`config.mk`:
```
export PLATFORM = sky130hd
export DESIGN_NAME = wb_uart_flat
export DESIGN_NICKNAME = d
export VERILOG_FILES = /design/src/rtl/wb_uart_if.sv /design/src/rtl/wb_uart.sv /design/src/flat_wrapper.sv
export SDC_FILE = /design/constraint.sdc
export NUM_CORES = 1
export LEC_CHECK = 0
export BUFFER_PORTS_ARGS = -buffer_cell sky130_fd_sc_hd__buf_2
export CAP_MARGIN = 25
export CORE_ASPECT_RATIO = 0.6
export CORE_MARGIN = 1.5
export CORE_UTILIZATION = 62
export DETAILED_ROUTE_END_ITERATION = 8
export GPL_TIMING_DRIVEN = 0
export PLACE_DENSITY = 0.93
export SETUP_SLACK_MARGIN = 0.2
export SLEW_MARGIN = 25
export SYNTH_ARGS = -nofsm -noshare
export SYNTH_HDL_FRONTEND = slang
export SYNTH_SLANG_ARGS = --single-unit
```
`constraint.sdc`:
```
create_clock -name sys_clk_i -period 3.9 [get_ports sys_clk_i]
set_input_delay 0.585 -clock sys_clk_i [delete_from_list [all_inputs] [get_ports sys_clk_i]]
set_output_delay 0.585 -clock sys_clk_i [all_outputs]
set_load 0.02 [all_outputs]
```
`src/rtl/wb_uart_if.sv`:
```
// Wishbone classic bus bundle with a 16-bit address and 16-bit data.
// The master drives cyc/stb/we/adr/dat_m, and the slave returns dat_s/ack.
interface if_wb;
    logic        cyc;
    logic        stb;
    logic        we;
    logic [15:0] adr;
    logic [15:0] dat_m;
    logic [15:0] dat_s;
    logic        ack;

    modport master (output cyc, stb, we, adr, dat_m, input  dat_s, ack);
    modport slave  (input  cyc, stb, we, adr, dat_m, output dat_s, ack);
endinterface

```
`src/rtl/wb_uart.sv`:
```
// Wishbone byte console: TX FIFO into an 8N1 transmitter, and an 8N1 receiver with one holding register.
// Every bus access acks after exactly one wait state; a DATA write into a full FIFO with no pop is dropped.
module wb_uart #(
    parameter int CLKS_PER_BIT = 868,
    parameter int TX_DEPTH     = 4
) (
    input  logic sys_clk_i,
    input  logic sys_rst_i,
    if_wb.slave  wb,
    output logic tx_o,
    input  logic rx_i
);
    localparam int PW = $clog2(TX_DEPTH);
    localparam int CW = $clog2(CLKS_PER_BIT);
    localparam logic [CW-1:0] LAST = CW'(CLKS_PER_BIT - 1);
    localparam logic [CW-1:0] HALF = CW'(CLKS_PER_BIT / 2 - 1);
    localparam logic [PW:0]   FULL = (PW + 1)'(TX_DEPTH);

    typedef enum logic [1:0] {S_IDLE, S_START, S_DATA, S_STOP} state_t;

    logic        r_ack;
    logic [15:0] r_dat_s;
    logic [15:0] w_rdata;
    logic w_req, w_wr, w_rd, w_sel_data, w_sel_stat;
    logic w_push_req, w_rd_data, w_rd_stat;
    logic w_unused;

    assign w_req      = wb.cyc & wb.stb & ~r_ack;
    assign w_wr       = w_req & wb.we;
    assign w_rd       = w_req & ~wb.we;
    assign w_sel_data = (wb.adr[2:1] == 2'd0);
    assign w_sel_stat = (wb.adr[2:1] == 2'd1);
    assign w_push_req = w_wr & w_sel_data;
    assign w_rd_data  = w_rd & w_sel_data;
    assign w_rd_stat  = w_rd & w_sel_stat;
    assign w_unused   = ^{wb.adr[15:3], wb.adr[0], wb.dat_m[15:8]};

    // ---------------- TX FIFO ----------------
    logic [7:0]    r_mem [TX_DEPTH];
    logic [PW-1:0] r_wr_ptr, r_rd_ptr;
    logic [PW:0]   r_count;
    logic w_empty, w_full, w_pop, w_push;

    assign w_empty = (r_count == '0);
    assign w_full  = (r_count == FULL);
    // A pop in the same cycle frees a slot, so a write to a full FIFO still lands.
    assign w_push  = w_push_req & (~w_full | w_pop);

    always_ff @(posedge sys_clk_i) begin
        if (sys_rst_i) begin
            r_wr_ptr <= '0;
            r_rd_ptr <= '0;
            r_count  <= '0;
        end else begin
            if (w_push) r_wr_ptr <= r_wr_ptr + 1'b1;
            if (w_pop)  r_rd_ptr <= r_rd_ptr + 1'b1;
            case ({w_push, w_pop})
                2'b10:   r_count <= r_count + 1'b1;
                2'b01:   r_count <= r_count - 1'b1;
                default: r_count <= r_count;
            endcase
        end
    end

    always_ff @(posedge sys_clk_i) begin
        if (w_push) r_mem[r_wr_ptr] <= wb.dat_m[7:0];
    end

    // ---------------- TX FSM ----------------
    state_t        r_tx_state, w_tx_nstate;
    logic [CW-1:0] r_tx_cnt, w_tx_ncnt;
    logic [2:0]    r_tx_bit, w_tx_nbit;
    logic [7:0]    r_tx_shift, w_tx_nshift;
    logic          r_tx_o, w_tx_line;

    always_comb begin
        w_tx_nstate = r_tx_state;
        w_tx_ncnt   = r_tx_cnt;
        w_tx_nbit   = r_tx_bit;
        w_tx_nshift = r_tx_shift;
        w_pop       = 1'b0;
        w_tx_line   = 1'b1;
        case (r_tx_state)
            S_IDLE: begin
                if (!w_empty) begin
                    w_pop       = 1'b1;
                    w_tx_nshift = r_mem[r_rd_ptr];
                    w_tx_ncnt   = '0;
                    w_tx_nbit   = '0;
                    w_tx_nstate = S_START;
                end
            end
            S_START: begin
                w_tx_line = 1'b0;
                if (r_tx_cnt == LAST) begin
                    w_tx_ncnt   = '0;
                    w_tx_nstate = S_DATA;
                end else begin
                    w_tx_ncnt = r_tx_cnt + 1'b1;
                end
            end
            S_DATA: begin
                w_tx_line = r_tx_shift[0];
                if (r_tx_cnt == LAST) begin
                    w_tx_ncnt   = '0;
                    w_tx_nshift = {1'b0, r_tx_shift[7:1]};
                    w_tx_nbit   = r_tx_bit + 1'b1;
                    if (r_tx_bit == 3'd7) w_tx_nstate = S_STOP;
                end else begin
                    w_tx_ncnt = r_tx_cnt + 1'b1;
                end
            end
            S_STOP: begin
                if (r_tx_cnt == LAST) begin
                    w_tx_ncnt   = '0;
                    w_tx_nstate = S_IDLE;
                end else begin
                    w_tx_ncnt = r_tx_cnt + 1'b1;
                end
            end
            default: w_tx_nstate = S_IDLE;
        endcase
    end

    always_ff @(posedge sys_clk_i) begin
        if (sys_rst_i) begin
            r_tx_state <= S_IDLE;
            r_tx_cnt   <= '0;
            r_tx_bit   <= '0;
            r_tx_shift <= '0;
            r_tx_o     <= 1'b1;
        end else begin
            r_tx_state <= w_tx_nstate;
            r_tx_cnt   <= w_tx_ncnt;
            r_tx_bit   <= w_tx_nbit;
            r_tx_shift <= w_tx_nshift;
            r_tx_o     <= w_tx_line;
        end
    end

    // ---------------- RX path ----------------
    logic          r_rx_s1, r_rx_s2, r_rx_prev;
    state_t        r_rx_state, w_rx_nstate;
    logic [CW-1:0] r_rx_cnt, w_rx_ncnt;
    logic [2:0]    r_rx_bit, w_rx_nbit;
    logic [7:0]    r_rx_shift, w_rx_nshift;
    logic          w_rx_ok, w_rx_ferr;
    logic [7:0]    r_rx_hold;
    logic          r_rx_valid, r_rx_overrun, r_rx_ferr;

    always_comb begin
        w_rx_nstate = r_rx_state;
        w_rx_ncnt   = r_rx_cnt;
        w_rx_nbit   = r_rx_bit;
        w_rx_nshift = r_rx_shift;
        w_rx_ok     = 1'b0;
        w_rx_ferr   = 1'b0;
        case (r_rx_state)
            S_IDLE: begin
                if (r_rx_prev && !r_rx_s2) begin
                    w_rx_ncnt   = '0;
                    w_rx_nbit   = '0;
                    w_rx_nstate = S_START;
                end
            end
            S_START: begin
                if (r_rx_cnt == HALF) begin
                    w_rx_ncnt   = '0;
                    w_rx_nstate = r_rx_s2 ? S_IDLE : S_DATA;
                end else begin
                    w_rx_ncnt = r_rx_cnt + 1'b1;
                end
            end
            S_DATA: begin
                if (r_rx_cnt == LAST) begin
                    w_rx_ncnt   = '0;
                    w_rx_nshift = {r_rx_s2, r_rx_shift[7:1]};
                    w_rx_nbit   = r_rx_bit + 1'b1;
                    if (r_rx_bit == 3'd7) w_rx_nstate = S_STOP;
                end else begin
                    w_rx_ncnt = r_rx_cnt + 1'b1;
                end
            end
            S_STOP: begin
                if (r_rx_cnt == LAST) begin
                    w_rx_ncnt   = '0;
                    w_rx_ok     = r_rx_s2;
                    w_rx_ferr   = ~r_rx_s2;
                    w_rx_nstate = S_IDLE;
                end else begin
                    w_rx_ncnt = r_rx_cnt + 1'b1;
                end
            end
            default: w_rx_nstate = S_IDLE;
        endcase
    end

    always_ff @(posedge sys_clk_i) begin
        if (sys_rst_i) begin
            r_rx_s1    <= 1'b1;
            r_rx_s2    <= 1'b1;
            r_rx_prev  <= 1'b1;
            r_rx_state <= S_IDLE;
            r_rx_cnt   <= '0;
            r_rx_bit   <= '0;
            r_rx_shift <= '0;
        end else begin
            r_rx_s1    <= rx_i;
            r_rx_s2    <= r_rx_s1;
            r_rx_prev  <= r_rx_s2;
            r_rx_state <= w_rx_nstate;
            r_rx_cnt   <= w_rx_ncnt;
            r_rx_bit   <= w_rx_nbit;
            r_rx_shift <= w_rx_nshift;
        end
    end

    // Flag sets take priority over clears from a coincident bus read.
    always_ff @(posedge sys_clk_i) begin
        if (sys_rst_i) begin
            r_rx_hold    <= '0;
            r_rx_valid   <= 1'b0;
            r_rx_overrun <= 1'b0;
            r_rx_ferr    <= 1'b0;
        end else begin
            if (w_rx_ok && (!r_rx_valid || w_rd_data)) r_rx_hold <= r_rx_shift;
            if (w_rx_ok)        r_rx_valid <= 1'b1;
            else if (w_rd_data) r_rx_valid <= 1'b0;
            if (w_rx_ok && r_rx_valid && !w_rd_data) r_rx_overrun <= 1'b1;
            else if (w_rd_stat)                      r_rx_overrun <= 1'b0;
            if (w_rx_ferr)      r_rx_ferr <= 1'b1;
            else if (w_rd_stat) r_rx_ferr <= 1'b0;
        end
    end

    // ---------------- Bus read/ack ----------------
    always_comb begin
        w_rdata = '0;
        case (wb.adr[2:1])
            2'd0:    w_rdata = {8'h00, r_rx_hold};
            2'd1:    w_rdata = {11'd0, r_rx_ferr, r_rx_overrun, r_rx_valid,
                                w_empty & (r_tx_state == S_IDLE), w_full};
            default: w_rdata = '0;
        endcase
    end

    always_ff @(posedge sys_clk_i) begin
        if (sys_rst_i) begin
            r_ack   <= 1'b0;
            r_dat_s <= '0;
        end else begin
            r_ack   <= w_req;
            r_dat_s <= w_rd ? w_rdata : 16'h0000;
        end
    end

    assign wb.ack   = r_ack;
    assign wb.dat_s = r_dat_s;
    assign tx_o     = r_tx_o;
endmodule

```
`src/flat_wrapper.sv`:
```
// flat-port wrapper written by rule: the top's interface ports become plain ports
module wb_uart_flat 
#(
    parameter int CLKS_PER_BIT = 868,
    parameter int TX_DEPTH     = 4
)
  (sys_clk_i, sys_rst_i, tx_o, rx_i, wb_cyc, wb_stb, wb_we, wb_adr, wb_dat_m, wb_dat_s, wb_ack);
  if_wb wb_i ();
  input  logic sys_clk_i;
  input  logic sys_rst_i;
  output logic tx_o;
  input  logic rx_i;
  input wire logic [$bits(wb_i.cyc)-1:0] wb_cyc;
  input wire logic [$bits(wb_i.stb)-1:0] wb_stb;
  input wire logic [$bits(wb_i.we)-1:0] wb_we;
  input wire logic [$bits(wb_i.adr)-1:0] wb_adr;
  input wire logic [$bits(wb_i.dat_m)-1:0] wb_dat_m;
  output wire logic [$bits(wb_i.dat_s)-1:0] wb_dat_s;
  output wire logic [$bits(wb_i.ack)-1:0] wb_ack;
  assign wb_i.cyc = wb_cyc;
  assign wb_i.stb = wb_stb;
  assign wb_i.we = wb_we;
  assign wb_i.adr = wb_adr;
  assign wb_i.dat_m = wb_dat_m;
  assign wb_dat_s = wb_i.dat_s;
  assign wb_ack = wb_i.ack;
  wb_uart #(.CLKS_PER_BIT(CLKS_PER_BIT), .TX_DEPTH(TX_DEPTH)) u_core (.sys_clk_i(sys_clk_i), .sys_rst_i(sys_rst_i), .wb(wb_i), .tx_o(tx_o), .rx_i(rx_i));
endmodule
```
==> results.toml <==
[outcome]
outcome = "finished, final reports clean"

[timing]
finalSetupViolations = 0
slew_headroom_pct = 33.96
rsz0062_at_grt = "no"
fin_setup_tns_ns = 0
finalCriticalPeriod_ns = 2.888
slew_viol_final = 0
worstMarginPinSlew_ns = 0.9824
finClkSkew_ns = 0.007383
timing.fmax_ghz = 0.3462
fin_crit_sh_pct = 74.06
hold_viol_final = 0
hold_ws_ns = 0.4223

[synthesis]
yosysWarnings = 0
synth_seq_area_share_pct = 52.56
ys.flop_type = "dfxtp_1"
ys_types = 61
synth-edff-count = 32
postSynthCellCount = 441
ys_ff_latch = 111
syn_area_per_cell_um2 = 10.97
mappedNetlistArea_mm2 = 0.004837
synth_async_sr_flop_share_pct = 0

[worst_setup_path]
critPathMaxFanout = 8
crit_top_cell = "inv_1"
r2r_start = "u_core.r_tx_state[0]"
critical_path_class = "reg2reg"
endpoint_kind = "flop"
cp_num_buf_inv = 3
required_ns = 4.18
critPathSlowestCell = "nor4_2"
slowest_delay_ns = 0.85
worstPathArrival_ns = 3.16
crit_family = "simple AND/OR/NAND/NOR gates"
cp-start-kind = "flop"
r2r_cells = 11
reg2reg_to = "u_core.r_count[2]"
ff2ff_setup_slack_ns = 1.01
crit_chain = "inv_1, ha_1, nor4b_1, nor4_2, inv_1, ha_1, inv_1, fa_1, xor2_1, or3_1, a21oi_1"

[clocking]
cts_buffers = 9
clk_latency_ns = 0.35
cts_resized = 0
clk_pin_slew_ns = 0.07
cts_setup_buffers = 0
root_buffer = "clkbuf_16"
hold_buffers = 0
cts.sinks = 111
cts_tree = "done"
clk_path_buf_depth = 2
cts_max_level = 3

[routing]
drtAntennaViolNets = 0
first_pass_iters = 5
drt_wl_total_um = 9581
viasPerCell = 5.742
num_vias = 3399
wire_per_inst_um = 16.18
drt_iter0_drc = 337
drc = 0

[grt]
top_usage_layer = "met2"
grt_pass1_wl_um = 15460
grt_antenna_before_repair = 0
met3_usage_pct = 8.291
grt.total_usage_pct = 24.95
grt_start_max_net_pins = 20
gr-total-overflow = 0
use_met1_pct = 35.36
grt.met2_usage_pct = 37.23
grt_pass1_vias = 3160

[place]
gp_congestion = 0.9061
place_inst = 575
numPortBuffers = 23
post-dp-hpwl_um = 6836
dpl-instance-area_mm2 = 0.005109

[layout]
layout-drive-gt1-share_pct = 16.22
n_fill_cell = 510
stdcell_area_mm2 = 0.005396
fin_cells = 592
nNetsFinal = 538
area_growth_pct = 11.56

[hold_path]
hold_depth = 2
hp-start = "rx_i"
hold_end = "u_core.r_rx_s1"
hp-class = "in2reg"

[floorplanning]
die-area_mm2 = 0.008358
core_area_mm2 = 0.007417
die-height_um = 71.42
io_pins = 56
start_util_pct = 65.22
chipWidth_um = 117.0
std_cell_rows = 24

[pwr]
power_w = 0.002805
comb_power_share_pct = 22.7
p_per_area_mw_per_mm2 = 519.8
p_clk_share_pct = 31.1
swShare_pct = 30.49
power_leakage_nw = 1.925
seqPwrFrac_pct = 46.2
intPower_w = 0.001950
peakVddDrop_mv = 0.3666
p_sw_w = 0.0008552

[run]
drv_cap = 0
==> state kept, by name, summed over array words and instances (netlist names), 8 cells and up, named ones only <==
register,cells
u_core.r_mem,32
u_core.r_rx_cnt,10
u_core.r_tx_cnt,10
u_core.r_tx_shift,8
u_core.r_rx_hold,8
u_core.wb.dat_s,8
u_core.r_rx_shift,8
==> worst register-to-register path: stages (launching register included) <==
cell	delay (ns)
dfxtp_1	0.34
inv_1	0.12
ha_1	0.26
nor4b_1	0.09
nor4_2	0.85
inv_1	0.12
ha_1	0.26
inv_1	0.08
fa_1	0.18
xor2_1	0.07
or3_1	0.31
a21oi_1	0.14
==> worst max-delay path by stage <==
stage	from	to	depth (start not counted)
floorplan	wb_adr[1]	u_core.r_count[2]	11
global placement	wb_adr[1]	u_core.r_count[2]	11
detailed placement	wb_adr[1]	u_core.r_count[2]	11
CTS	u_core.r_tx_state[0]	u_core.r_count[2]	11
global route	u_core.r_tx_state[0]	u_core.r_count[2]	11
finish	u_core.r_tx_state[0]	u_core.r_count[2]	11
==> logic make-up (layout without fill, tap and decap cells) <==
kind of cell | after synthesis | after routing | share of synthesized area (%)
and+or+nand+nor | 166 | 166 | 18.75
DFF | 111 | 111 | 52.56
AOI/OAI and AO/OA | 59 | 59 | 8.330
buffers and inverters | 40 | 79 | 4.268
muxes | 31 | 31 | 8.484
adders and majority gates | 18 | 18 | 4.811
xor gates and xnor gates | 15 | 15 | 2.716
other | 1 | 9 | 0.07753
==> metrics by stage <==
step / setup WS (ns) / util (%)
floorplan: 1.467 / -
global placement: 1.101 / 68.88
detailed placement: 0.9257 / 68.88
CTS: 1.067 / 72.64
global route: 0.8592 / 72.72
finish: 1.012 / 72.76
==> per-layer routing <==
| metal | vias to the layer above | routed length (um) |
|---|---|---|
| li1 | 1637 | - |
| met2 | 133 | 4243 |
| met1 | 1616 | 4498 |
| met3 | 13 | 697 |
| met4 | 0 | 141 |
| met5 | - | 0 |
==> power groups by stage <==
stage / Clock, W / Sequential, W / Combinational, W
floorplan: 0 / 0.00131 / 0.000496
global placement: 0 / 0.00131 / 0.000598
detailed placement: 0 / 0.00132 / 0.000625
CTS: 0.000882 / 0.00129 / 0.000632
global route: 0.000926 / 0.00130 / 0.000700
finish: 0.000873 / 0.00130 / 0.000636
==> final cells by class <==
type / count / area, um^2 / share of cell area (%)
multi-input cells: 297 / 2121 / 39.30
clock inverters: 6 / 50.05 / 0.9274
plain buffers: 27 / 157.7 / 2.921
well taps: 104 / 130.1 / 2.411
inverters: 13 / 48.80 / 0.9042
diodes: 1 / 2.502 / 0.04637
flip-flops and latches: 111 / 2542 / 47.11
clock buffers: 10 / 229.0 / 4.243
repair buffers: 23 / 115.1 / 2.133
==> Yosys cell counts (2+ instances only) <==
cell	instances	area share (%)
o21ai_0	5	0.52
nor3b_2	2	0.52
mux4_2	8	3.7
o31a_1	2	0.36
or2_2	3	0.39
inv_1	13	1.0
nand4_1	9	1.2
a21oi_1	22	2.3
buf_2	3	0.31
nor3_1	6	0.62
ha_1	17	4.4
buf_6	2	0.47
mux2i_1	23	4.8
nand2_1	39	3.0
or3_1	5	0.65
xnor2_1	8	1.4
buf_4	10	1.6
a31oi_1	2	0.26
a21oi_2	3	0.54
a311oi_1	2	0.36
edfxtp_1	32	20
a22oi_1	4	0.62
dfxtp_1	79	33
xor2_1	7	1.3
clkbuf_1	12	0.93
a211oi_1	9	1.4
nor4b_1	5	0.91
nor2b_1	4	0.52
nand3_2	2	0.41
nand2b_1	6	0.78
and2_1	9	1.2
nor2_1	51	4.0
nand3_1	3	0.31
nor4_1	3	0.39
and3_1	5	0.65
==> placed cells by master (no fill, tap or decap), types with 3 or more instances in the layout <==
| cell type | instances |
|---|---|
| dfxtp_1 | 79 |
| nor2_1 | 51 |
| nand2_1 | 39 |
| edfxtp_1 | 32 |
| buf_2 | 26 |
| mux2i_1 | 23 |
| a21oi_1 | 22 |
| ha_1 | 17 |
| inv_1 | 13 |
| clkbuf_1 | 13 |
| buf_4 | 10 |
| and2_1 | 9 |
| a211oi_1 | 9 |
| nand4_1 | 9 |
| clkbuf_16 | 9 |
| mux4_2 | 8 |
| xnor2_1 | 8 |
| conb_1 | 8 |
| xor2_1 | 7 |
| nor3_1 | 6 |
| nand2b_1 | 6 |
| nor4b_1 | 5 |
| and3_1 | 5 |
| or3_1 | 5 |
| o21ai_0 | 5 |
| nor2b_1 | 4 |
| a22oi_1 | 4 |
| inv_6 | 4 |
| a21oi_2 | 3 |
| nand3_1 | 3 |
| or2_2 | 3 |
Note: power is estimated with default switching activity, not from simulation.
